`config.mk`:
```
export PLATFORM = sky130hd
export DESIGN_NAME = mem_port_arbiter_flat
export DESIGN_NICKNAME = d
export VERILOG_FILES = /design/src/rtl/mem_arb_pkg.sv /design/src/rtl/mem_port_arbiter_if.sv /design/src/rtl/mem_arb_picker.sv /design/src/rtl/mem_port_arbiter.sv /design/src/flat_wrapper.sv
export SDC_FILE = /design/constraint.sdc
export NUM_CORES = 1
export LEC_CHECK = 0
export ABC_AREA = 0
export CORE_AREA = 2 2 136 138
export CTS_CLUSTER_SIZE = 28
export DETAILED_ROUTE_END_ITERATION = 6
export DIE_AREA = 0 0 138 140
export HOLD_SLACK_MARGIN = 0.12
export SYNTH_ARGS = -nofsm -noshare
export SYNTH_HDL_FRONTEND = slang
export SYNTH_SLANG_ARGS = --single-unit
```
`constraint.sdc`:
```
create_clock -name clk -period 2 [get_ports clk]
set_clock_uncertainty 0.05 [all_clocks]
set_input_delay 0.3 -clock clk [delete_from_list [all_inputs] [get_ports clk]]
set_output_delay 0.3 -clock clk [all_outputs]
set_load 0.005 [all_outputs]
```
`src/rtl/mem_arb_pkg.sv`:
```
// Shared definitions for the memory port arbiter.
//   arb_state_e : arbiter FSM states (IDLE / ACCESS / RESP)
//   HOST/INST/DATA : requester indices (host loader, inst fetch, data port)
package mem_arb_pkg;

  typedef enum logic [1:0] {
    IDLE,
    ACCESS,
    RESP
  } arb_state_e;

  localparam int unsigned HOST = 0;
  localparam int unsigned INST = 1;
  localparam int unsigned DATA = 2;

endpackage

```
`src/rtl/mem_port_arbiter_if.sv`:
```
// Bus bundle between the requesters, the arbiter and the memory model.
//   req_*  : per-requester request channel, flattened, slice i = requester i
//   resp_* : per-requester response channel; resp_rdata is shared
//   mem_*  : single-port synchronous memory, one-cycle read latency
// Modports: slave = arbiter view, master = requesters + memory view.
interface mem_port_arbiter_if #(
  parameter int unsigned NREQ   = 3,
  parameter int unsigned ADDR_W = 32,
  parameter int unsigned DATA_W = 32
);
  localparam int unsigned STRB_W = DATA_W / 8;

  logic [NREQ-1:0]        req_valid;
  logic [NREQ-1:0]        req_ready;
  logic [NREQ*ADDR_W-1:0] req_addr;
  logic [NREQ*STRB_W-1:0] req_wstrb;
  logic [NREQ*DATA_W-1:0] req_wdata;
  logic [NREQ-1:0]        resp_valid;
  logic [NREQ-1:0]        resp_ready;
  logic [DATA_W-1:0]      resp_rdata;
  logic                   mem_en;
  logic [STRB_W-1:0]      mem_wstrb;
  logic [ADDR_W-1:0]      mem_addr;
  logic [DATA_W-1:0]      mem_wdata;
  logic [DATA_W-1:0]      mem_rdata;

  modport slave (
    input  req_valid, req_addr, req_wstrb, req_wdata, resp_ready, mem_rdata,
    output req_ready, resp_valid, resp_rdata, mem_en, mem_wstrb, mem_addr, mem_wdata
  );

  modport master (
    output req_valid, req_addr, req_wstrb, req_wdata, resp_ready, mem_rdata,
    input  req_ready, resp_valid, resp_rdata, mem_en, mem_wstrb, mem_addr, mem_wdata
  );

endinterface

```
`src/rtl/mem_arb_picker.sv`:
```
// Combinational winner selection for the memory port arbiter.
// The host (index 0) always wins when valid. Among the remaining requesters:
//   MEM_ARB_RR_EN defined   : round-robin starting at ptr
//   MEM_ARB_RR_EN undefined : fixed priority, highest index wins (ptr ignored)
// Ports:
//   req_valid : pending requests, one bit per requester
//   ptr       : round-robin start index (1..NREQ-1)
//   any       : some requester is valid
//   grant     : one-hot winner (zero when any=0)
//   idx       : winner index
module mem_arb_picker
  import mem_arb_pkg::*;
#(
  parameter int unsigned NREQ  = 3,
  parameter int unsigned IDX_W = $clog2(NREQ)
) (
  input  logic [NREQ-1:0]  req_valid,
  input  logic [IDX_W-1:0] ptr,
  output logic             any,
  output logic [NREQ-1:0]  grant,
  output logic [IDX_W-1:0] idx
);

`ifdef MEM_ARB_RR_EN
  int unsigned cand;

  always_comb begin
    any   = 1'b0;
    grant = '0;
    idx   = '0;
    cand  = 0;
    if (req_valid[HOST]) begin
      any         = 1'b1;
      grant[HOST] = 1'b1;
      idx         = IDX_W'(HOST);
    end else begin
      // walk indices 1..NREQ-1 circularly, starting at ptr
      for (int unsigned k = 0; k < NREQ - 1; k++) begin
        cand = ((32'(ptr) - 1 + k) % (NREQ - 1)) + 1;
        if (!any && req_valid[IDX_W'(cand)]) begin
          any                 = 1'b1;
          grant[IDX_W'(cand)] = 1'b1;
          idx                 = IDX_W'(cand);
        end
      end
    end
  end
`else
  logic unused_ptr;
  assign unused_ptr = ^ptr;

  always_comb begin
    any   = 1'b0;
    grant = '0;
    idx   = '0;
    // ascending scan, later hits overwrite: highest valid index wins
    for (int unsigned i = 1; i < NREQ; i++) begin
      if (req_valid[i]) begin
        any = 1'b1;
        idx = IDX_W'(i);
      end
    end
    if (req_valid[HOST]) begin
      any = 1'b1;
      idx = IDX_W'(HOST);
    end
    if (any) grant[idx] = 1'b1;
  end
`endif

endmodule

```
`src/rtl/mem_port_arbiter.sv`:
```
// Shares the single-port data memory between host, inst fetch and data port.
// One transaction at a time: accept in IDLE (memory strobed combinationally),
// capture read data in ACCESS, present response in RESP until taken.
// Writes complete with a response carrying rdata 0.
// Optional feature: define MEM_ARB_RR_EN for round-robin among non-host
// requesters; otherwise the highest index wins.
// Ports:
//   clk : clock, rising edge
//   rst : synchronous active-high reset
//   bus : request/response/memory bundle, arbiter (slave) view
module mem_port_arbiter
  import mem_arb_pkg::*;
#(
  parameter int unsigned NREQ   = 3,
  parameter int unsigned ADDR_W = 32,
  parameter int unsigned DATA_W = 32
) (
  input logic               clk,
  input logic               rst,
  mem_port_arbiter_if.slave bus
);

  localparam int unsigned STRB_W = DATA_W / 8;
  localparam int unsigned IDX_W  = $clog2(NREQ);

  arb_state_e        state, state_nxt;
  logic [IDX_W-1:0]  gidx_q;
  logic [IDX_W-1:0]  ptr_q;
  logic              wr_q;
  logic [DATA_W-1:0] rdata_q;

  logic              pick_any;
  logic [NREQ-1:0]   pick_grant;
  logic [IDX_W-1:0]  pick_idx;
  logic              accept;
  logic [ADDR_W-1:0] sel_addr;
  logic [STRB_W-1:0] sel_wstrb;
  logic [DATA_W-1:0] sel_wdata;

  mem_arb_picker #(
    .NREQ  (NREQ),
    .IDX_W (IDX_W)
  ) u_picker (
    .req_valid (bus.req_valid),
    .ptr       (ptr_q),
    .any       (pick_any),
    .grant     (pick_grant),
    .idx       (pick_idx)
  );

  assign sel_addr  = bus.req_addr[32'(pick_idx) * ADDR_W +: ADDR_W];
  assign sel_wstrb = bus.req_wstrb[32'(pick_idx) * STRB_W +: STRB_W];
  assign sel_wdata = bus.req_wdata[32'(pick_idx) * DATA_W +: DATA_W];

  // no grant while reset is asserted, so a request is never lost to reset
  assign accept = (state == IDLE) && pick_any && !rst;

  always_comb begin
    state_nxt      = state;
    bus.req_ready  = '0;
    bus.mem_en     = 1'b0;
    bus.mem_addr   = '0;
    bus.mem_wstrb  = '0;
    bus.mem_wdata  = '0;
    bus.resp_valid = '0;
    bus.resp_rdata = '0;
    unique case (state)
      IDLE: begin
        if (accept) begin
          bus.req_ready = pick_grant;
          bus.mem_en    = 1'b1;
          bus.mem_addr  = sel_addr & ~ADDR_W'(3);
          bus.mem_wstrb = sel_wstrb;
          bus.mem_wdata = sel_wdata;
          state_nxt     = ACCESS;
        end
      end
      ACCESS: state_nxt = RESP;
      RESP: begin
        bus.resp_valid[gidx_q] = 1'b1;
        bus.resp_rdata         = rdata_q;
        if (bus.resp_ready[gidx_q]) state_nxt = IDLE;
      end
      default: state_nxt = IDLE;
    endcase
  end

  always_ff @(posedge clk) begin
    if (rst) begin
      state   <= IDLE;
      gidx_q  <= '0;
      ptr_q   <= IDX_W'(INST);
      wr_q    <= 1'b0;
      rdata_q <= '0;
    end else begin
      state <= state_nxt;
      if (accept) begin
        gidx_q <= pick_idx;
        wr_q   <= |sel_wstrb;
        if (pick_idx != IDX_W'(HOST))
          ptr_q <= (pick_idx == IDX_W'(NREQ - 1)) ? IDX_W'(INST) : pick_idx + 1'b1;
      end
      if (state == ACCESS) rdata_q <= wr_q ? '0 : bus.mem_rdata;
    end
  end

endmodule

```
`src/flat_wrapper.sv`:
```
// flat-port wrapper written by rule: the top's interface ports become plain ports
module mem_port_arbiter_flat import mem_arb_pkg::*;
#(
  parameter int unsigned NREQ   = 3,
  parameter int unsigned ADDR_W = 32,
  parameter int unsigned DATA_W = 32
)
  (clk, rst, bus_req_valid, bus_req_addr, bus_req_wstrb, bus_req_wdata, bus_resp_ready, bus_mem_rdata, bus_req_ready, bus_resp_valid, bus_resp_rdata, bus_mem_en, bus_mem_wstrb, bus_mem_addr, bus_mem_wdata);
  mem_port_arbiter_if #(.NREQ(NREQ), .ADDR_W(ADDR_W), .DATA_W(DATA_W)) bus_i ();
  input logic clk;
  input logic rst;
  input wire logic [$bits(bus_i.req_valid)-1:0] bus_req_valid;
  input wire logic [$bits(bus_i.req_addr)-1:0] bus_req_addr;
  input wire logic [$bits(bus_i.req_wstrb)-1:0] bus_req_wstrb;
  input wire logic [$bits(bus_i.req_wdata)-1:0] bus_req_wdata;
  input wire logic [$bits(bus_i.resp_ready)-1:0] bus_resp_ready;
  input wire logic [$bits(bus_i.mem_rdata)-1:0] bus_mem_rdata;
  output wire logic [$bits(bus_i.req_ready)-1:0] bus_req_ready;
  output wire logic [$bits(bus_i.resp_valid)-1:0] bus_resp_valid;
  output wire logic [$bits(bus_i.resp_rdata)-1:0] bus_resp_rdata;
  output wire logic [$bits(bus_i.mem_en)-1:0] bus_mem_en;
  output wire logic [$bits(bus_i.mem_wstrb)-1:0] bus_mem_wstrb;
  output wire logic [$bits(bus_i.mem_addr)-1:0] bus_mem_addr;
  output wire logic [$bits(bus_i.mem_wdata)-1:0] bus_mem_wdata;
  assign bus_i.req_valid = bus_req_valid;
  assign bus_i.req_addr = bus_req_addr;
  assign bus_i.req_wstrb = bus_req_wstrb;
  assign bus_i.req_wdata = bus_req_wdata;
  assign bus_i.resp_ready = bus_resp_ready;
  assign bus_i.mem_rdata = bus_mem_rdata;
  assign bus_req_ready = bus_i.req_ready;
  assign bus_resp_valid = bus_i.resp_valid;
  assign bus_resp_rdata = bus_i.resp_rdata;
  assign bus_mem_en = bus_i.mem_en;
  assign bus_mem_wstrb = bus_i.mem_wstrb;
  assign bus_mem_addr = bus_i.mem_addr;
  assign bus_mem_wdata = bus_i.mem_wdata;
  mem_port_arbiter #(.NREQ(NREQ), .ADDR_W(ADDR_W), .DATA_W(DATA_W)) u_core (.clk(clk), .rst(rst), .bus(bus_i));
endmodule
```
Word level (Yosys, flattened, before mapping)
Index checks and enable logic that the tools add are counted.
W data, S select, Z words.

storage, ports and cells
  register bits after elaboration = 37
  word-level logic and storage cells = 52
  output and inout port bits = 107
  input port bits = 244

cells by class
  reduce and logical (&&, ||, !) cells = 8
  shift operators = 3
  $lt $le $gt $ge = 4
  mux-type cells = 29
  eq/ne operators = 4

operators with widths
  operator              count
  $mux W32              6
  $shiftx A96 B8 Y32    2
  $mux W3               4
  $shiftx A12 B5 Y4     1
  $mux W1               9
  $mux W2               4
  $mux W4               2
  $lt A2 B3 Y1 const B  2
  $pmux W2 S3           1
  $demux W1 S2          2
  $ge A2 B1 Y1 const B  2
  $logic_and A1 B1 Y1   4
  $ne A2 B1 Y1 const B  2
  $reduce_or A4 Y1      1
  $bmux W1 S2           1
  $eq A2 B1 Y1 const B  1
  $eq A2 B2 Y1 const B  1
  $logic_not A2 Y1      1
  $reduce_and A2 Y1     1
  $logic_not A1 Y1      1

Logic depth before layout (Yosys ltp)
Gate-level depths: netlist (run 1).

  depth after elaboration = 10
  gate-level depth with buffers = 6
  gate-level depth less buffers = 5

By module
A second synthesis (run 1) with hierarchy kept.

unflattened totals
  cells, all modules = 521
  area, all modules = 3682.3 um2

by module, submodules not included
  module            area each (um2)  cells each  times used
  mem_port_arbiter  3641.0           515         1
  mem_arb_picker    41.3             6           1

Worst setup path after synthesis (run 1)
No wires, ideal clock.

  path kind = in2out
  start = in rst
  end = out bus_mem_addr[2]
  cell stages on the path = 5
  arrival = 1.229 ns
  required time = 1.650 ns
  path buffers = 2
  setup slack = 0.421 ns
  cells stage by stage = clkbuf_1 > nor3_2 > o31ai_4 > buf_4 > a211oi_1

on the way
  word-level cells in the longest chain between the ends = 4

ends and longest elaborated chain
  what                 RTL line                RTL
  from (decl)          flat_wrapper.sv:11      input logic rst;
  $logic_not A1 Y1     mem_port_arbiter.sv:56  assign accept = (state == IDLE) && pick_any && !rst;
  $logic_and A1 B1 Y1  mem_port_arbiter.sv:56
  $mux W32             mem_port_arbiter.sv:69  if (accept) begin
  $mux W32             mem_port_arbiter.sv:67  unique case (state)
  to (decl)            flat_wrapper.sv:23      output wire logic [$bits(bus_i.mem_addr)-1:0] bus_mem_addr;

Every way passes these cells.

Worst setup path in the final report (run 1)
  start = reg u_core.state[0]
  end = out bus_mem_wdata[13]

on the way
  word-level cells in the longest chain between the ends = 5

ends and longest elaborated chain
  what                              RTL line                                        RTL
  from (decl)                       mem_port_arbiter.sv:26                          arb_state_e state, state_nxt;
  from (signal assigned)            mem_port_arbiter.sv:96                          state <= state_nxt;
  $logic_not A2 Y1 *                mem_port_arbiter.sv:56, mem_port_arbiter.sv:67
  $logic_and A1 B1 Y1 (2 in a row)  mem_port_arbiter.sv:56
  $mux W32                          mem_port_arbiter.sv:69
  $mux W32 *                        mem_port_arbiter.sv:67
  to (decl)                         flat_wrapper.sv:24                              output wire logic [$bits(bus_i.mem_wdata)-1:0] bus_mem_wdata;

Every way passes the cells marked *; elsewhere a longest branch is shown, timed or not.

==> metrics.txt, run 1 <==
Post-Route WL around 20000 um; Core Region between 15000 and 20000 um2; number of clock sinks 37; mean post-synth cell area roughly 8 um2; worst hold start u_core.rdata_q[22]; root buffer cell clkbuf_16; Max Freq between 400 and 500 MHz; outcome complete, but fails checks; min Tclk post-route 2.050 ns; die height around 140 um; period utilization 102.5%; vias in the first global route around 4900; largest delay contributor family on the critical path buffers and inverters; Via density approximately 4.5; Crit. End Element primary output; reg2reg start u_core.state[0]; crit path launch u_core.state[0]; hold crit path type flop to flop; Slew Limit Fails 0; clock slew seen by the registers of the worst setup and hold paths 0.06 ns; cells along the critical path nor3_2 -> buf_4 -> o31ai_4 -> buf_12 -> buf_12 -> a211oi_4 -> buf_2; sequential fraction of the synthesis area about a fifth; PD cells approximately 400 nW/um2; Largest stage delay, worst path 0.32 ns; Clock Latency Late Sink between 0.2 and 0.3 ns; top cell type's share of synthesized area between 10% and 20%; Die Wd around 140 um; Critical Path RT roughly 1.7 ns; NetSw 1.049 mW; largest net degree at the start of global routing 66; Worst Path Max Fanout 7; hold endpoint u_core.rdata_q[22]; Synth Register Bits 37; # DRC 0; first-pass GRT wire length between 20000 and 30000 um; worst setup path class flop to primary output; Synth area leaders dfxtp_1, a211oi_2, mux2i_1; Sw Ratio 31.84%; Initial Util 20.89%; GRT Total Usage 19.31%; slack of the critical path -0.05022 ns; startpoint types flop; Sequential Power Share 25.0%; reg-to-reg endpoint u_core.gidx_q[1]; reg2reg setup slack about 0.57 ns; buffer and inverter count on the worst path 4; failing checks setup timing; initial antenna violation count 3; Final setup viols 5; WL per Instance 18.45 um; Inserted Clock Buffers 5; Hold Path Stages 2; Post-synth top cells nor2_1, mux2i_1, a211oi_2; Pleak around 3.5 nW; most common cell in the netlist nor2_1; combinational share of power between 50 and 60%; Final Non-Filler Cells about 1100; Clock Path Buffers 2; CP max stage cell dfxtp_2; FF-to-FF path depth 7; Synth Warn # 0; 1st-iter DRT viols 166; Nets ~1100; Max-Cap Viols 0; fin area 8274 um2; Detail Route Antenna Nets 0; PortBufs about 340; DP HPWL between 15000 and 20000 um; Layout Utilization roughly 47%; final estimated routing congestion in global placement approximately 0.9; Post-synth EDFFs 0; Hold Vio Cnt, Final 0; CTS tree built; Power Internal ~2.2 mW; RSZ-0062 raised after global routing yes; routed via count 4814; total global routing overflow 0; Clock H-tree levels 2; num ports approximately 350; Rows 49; cts hold-fix bufs 0; setup TNS -0.08684 ns; placed instance area between 7000 and 8000 um2; die area around 19000 um2; Cell variety after synth 31; top_reg_cell synth dfxtp_1; cell count after synthesis ~450; ys async rst share 0%; area leader, netlist dfxtp_1; synthesized cell area around 3700 um2; VDD IR max approximately 370 uV; Clk pwr share 23.6%; DR pass1 iterations 4; Layout area overhead 122.7%; CP dominant cell by count buf_12; Tot Pwr 3.296 mW; arrival time at the worst endpoint 1.70 ns; share of post-route cells with drive strength above 1 roughly 31%; placed insts 1031
metal layers:
layer  vias up  global-route usage, %  wire length [um]
li1       2377                      -                 -
met1      2223                  23.46              8110
met2       191                  33.32              9844
met3        23                  5.299              1426
met4         0                  5.908               417
met5         -                      0                 0
worst register-to-register path: stages (launching register included):
cell and delay [ns]:
dfxtp_2 0.32, nor3_2 0.15, buf_4 0.15, o31ai_4 0.10, buf_12 0.16, buf_4 0.15
a22oi_1 0.18, nor2_1 0.05
placed cells by master (no fill, tap or decap), types with 6 or more instances in the layout:
| master | n |
|---|---|
| a211oi_4 | 8 |
| and2_1 | 34 |
| mux2i_4 | 13 |
| nor3b_1 | 32 |
| a211oi_2 | 53 |
| mux2i_1 | 33 |
| mux2i_2 | 17 |
| a21oi_1 | 33 |
| nand2b_1 | 6 |
| buf_12 | 17 |
| buf_2 | 62 |
| clkdlybuf4s50_1 | 233 |
| buf_4 | 46 |
| dlygate4sd2_1 | 33 |
| nor2_1 | 103 |
| dfxtp_1 | 35 |
| dlymetal6s2s_1 | 8 |
| buf_6 | 17 |
| clkbuf_16 | 7 |
worst max path at each step:
stage                              end  depth (start not counted)
finish               bus_mem_wdata[13]                          7
global route         bus_mem_wdata[13]                          7
detailed placement    bus_mem_wdata[1]                          7
global placement      bus_mem_wdata[3]                          7
floorplan              bus_mem_addr[2]                          5
CTS                 bus_resp_rdata[17]                          5
cell families after synthesis:
group | after synthesis | share of synthesized area [%]
DFF | 37 | 19.94
muxes | 63 | 16.98
buffers and inverters | 52 | 9.161
other | 1 | 0.1009
and+or+nand+nor | 189 | 25.87
AOI/OAI and AO/OA | 110 | 27.96
power groups by stage:
stage / combinational, mW / sequential, mW / clock [mW]
global route: 1.82 / 0.831 / 0.831
detailed placement: 1.60 / 0.840 / 0
CTS: 1.64 / 0.825 / 0.806
finish: 1.69 / 0.824 / 0.779
floorplan: 0.604 / 0.826 / 0
global placement: 1.59 / 0.840 / 0
cell type report:
| type | count | area (um2) |
|---|---|---|
| Fill cell | 1734 | 9505 |
| Timing Repair Buffer | 428 | 4116 |
| Multi-Input combinational cell | 364 | 2963 |
| Sequential cell | 37 | 743.2 |
| Tap cell | 229 | 286.5 |
| Clock buffer | 5 | 125.1 |
| Clock inverter | 3 | 17.52 |
| Inverter | 4 | 15.01 |
| Antenna cell | 3 | 7.507 |
state kept, by name, summed over array words and instances (netlist names):
| signal | cells |
|---|---|
| u_core.rdata_q | 32 |
| u_core.gidx_q | 2 |
| u_core.state | 2 |
| u_core.wr_q | 1 |
metrics by stage:
step / hold slack (ns) / setup WS [ns]
after CTS: 0.4319 / -0.09479
after floorplan: 0.3982 / 0.4213
after global routing: 0.4559 / -0.1003
final: 0.4277 / -0.05022
after detailed placement: 0.4173 / -0.7545
after global placement: 0.4089 / -0.7216
what timing repair did:
action                     CTS  global route
cloned                       4             2
buffers inserted            21             8
setup endpoints to repair  103            64
pin swaps                   18            12
resized for setup          356            49
Note: power is estimated with default switching activity, not from simulation.
==> inputs of run 2 (changes only) <==
--- a/config.mk
+++ b/config.mk
@@ -14,3 +14,4 @@
 export SYNTH_ARGS = -nofsm -noshare
 export SYNTH_HDL_FRONTEND = slang
 export SYNTH_SLANG_ARGS = --single-unit
+export TNS_END_PERCENT = 10
==> run 2 against run 1 <==
  * The flow still finishes with violations (setup timing)
  * Sequential cell count is the same
  * Clock power is essentially flat
  * Worst setup slack gained 0.015 ns
  * Sequential share of layout area grew 0.15 points
  * Critical endpoint unchanged
==> metrics.txt, run 2 (synthesis gave the netlist of run 1 again) <==
vias in the first global route 4833; Post-Route WL 19730 um; num ports between 300 and 400; die height ~140 um; WL per Instance 18.44 um; Max-Cap Viols 0; Hold Path Stages 2; max reg flops 32; Final setup viols 12; CTS tree built; reg2reg setup slack approximately 0.6 ns; commonest non-fill, non-tap cell in the layout clkdlybuf4s50_1; DR pass1 iterations 4; worst hold start u_core.rdata_q[23]; placed insts roughly 1000; Core Region between 15000 and 20000 um2; Sequential Power Share roughly 25%; PortBufs between 300 and 400; Detail Route Antenna Nets 0; NetSw a little over 1 mW; Post-Place Worst Slack -0.7545 ns; hold crit path type flop to flop; Clock Latency Late Sink 0.28 ns; Hold Vio Cnt, Final 0; Die Wd about 140 um; number of clock sinks 37; GRT Total Usage between 10% and 20%; Max Freq a little under 500 MHz; reg-to-reg endpoint u_core.gidx_q[1]; VDD IR max ~360 uV; Layout area overhead 119.0%; outcome complete, but fails checks; share of post-route cells with drive strength above 1 a little under a third; min Tclk post-route 2.035 ns; period utilization 101.8%; Sw Ratio about a third; Final Non-Filler Cells roughly 1100; RSZ-0062 raised after global routing yes; Rows 49; Via density about 4.5; reg2reg start u_core.state[0]; Pleak ~3.4 nW; failing checks setup timing; final estimated routing congestion in global placement roughly 0.9; combinational share of power just over 50%; most frequent cells in the layout clkdlybuf4s50_1, nor2_1, buf_2; Critical Path RT 1.65 ns; worst setup path class input port to primary output; startpoint types input port; setup TNS -0.1950 ns; Clk pwr share approximately a quarter; arrival time at the worst endpoint between 1.5 and 2 ns; routed via count approximately 4800; Clock H-tree levels 2; largest net degree at the start of global routing 66; Inserted Clock Buffers 5; Power Internal about 2.2 mW; total global routing overflow 0; PD cells 398.6 nW/um2; Slew Limit Fails 0; Initial Util a little over a fifth; Top Registers u_core.rdata_q (32), u_core.gidx_q (2), u_core.state (2); initial antenna violation count 3; clock slew seen by the registers of the worst setup and hold paths ~0.06 ns; slack of the critical path -0.03526 ns; DP HPWL roughly 15000 um; # DRC 0; Nets between 1000 and 1500; 1st-iter DRT viols 157; die area 19320 um2; cts hold-fix bufs 0; register name with the most flops u_core.rdata_q; Worst Path Max Fanout 6; hold endpoint u_core.rdata_q[23]; Crit. End Element primary output; root buffer cell clkbuf_16; FF-to-FF path depth 7; first-pass GRT wire length 29070 um; Clock Path Buffers 2; fillers roughly 1800
[run 2: cell type report]
class | count | area, um2 | area share (%)
repair buffers | 425 | 4061 | 49.92
flip-flops and latches | 37 | 743.2 | 9.134
inverters | 4 | 15.01 | 0.1845
clock inverters | 3 | 17.52 | 0.2153
diodes | 3 | 7.507 | 0.09227
clock buffers | 5 | 125.1 | 1.538
multi-input cells | 364 | 2880 | 35.40
well taps | 229 | 286.5 | 3.521
[run 2: how the worst max path moves through the flow]
| stage | from | endpoint | depth (start not counted) |
|---|---|---|---|
| 2_1_floorplan | rst | bus_mem_addr[2] | 5 |
| 3_3_place_gp | bus_req_valid[0] | bus_mem_wdata[3] | 7 |
| 3_5_place_dp | bus_req_valid[0] | bus_mem_wdata[1] | 7 |
| 4_1_cts | u_core.state[1] | bus_resp_rdata[17] | 5 |
| 5_1_grt | bus_req_valid[2] | bus_mem_wdata[26] | 9 |
| 6_report | bus_req_valid[2] | bus_mem_wdata[13] | 8 |
[run 2: critical path: stages]
cell      delay [ns]
buf_8           0.10
nor3b_4         0.30
buf_12          0.17
buf_6           0.10
buf_8           0.13
mux2i_1         0.12
a211oi_4        0.29
buf_2           0.17
[run 2: metrics by stage]
step	hold slack [ns]	instance area (um2)	util, %	power (mW)
floorplan	0.3982	3719	-	1.430
global placement	0.4089	7697	43.29	2.429
detailed placement	0.4173	7697	43.29	2.435
CTS	0.4319	7976	44.86	3.227
global route	0.4559	8137	45.76	3.424
finish	0.4268	8137	45.76	3.243
[run 2: power by group through the flow]
stage                     clock [mW]  sequential (mW)  combinational, mW
after detailed placement           0            0.840               1.60
after floorplan                    0            0.826              0.604
after global placement             0            0.840               1.59
after CTS                      0.806            0.825               1.60
after global routing           0.831            0.831               1.76
final                          0.780            0.824               1.64
[run 2: what timing repair did]
action | CTS | global route
resized for setup | 343 | 39
hold endpoints to repair | 0 | 0
endpoints found under the setup margin | 103 | 48
pin swaps | 18 | 12
setup buffers | 18 | 6
cloned | 3 | 2
[run 2: routing by layer]
metal  vias up  global-route usage, %  part of all wire, %
met2       199                  33.01                   49
met5         -                      0                    0
met3        27                  5.094                  8.2
met4         0                  5.800                  2.5
li1       2374                      -                    -
met1      2173                  23.32                   40
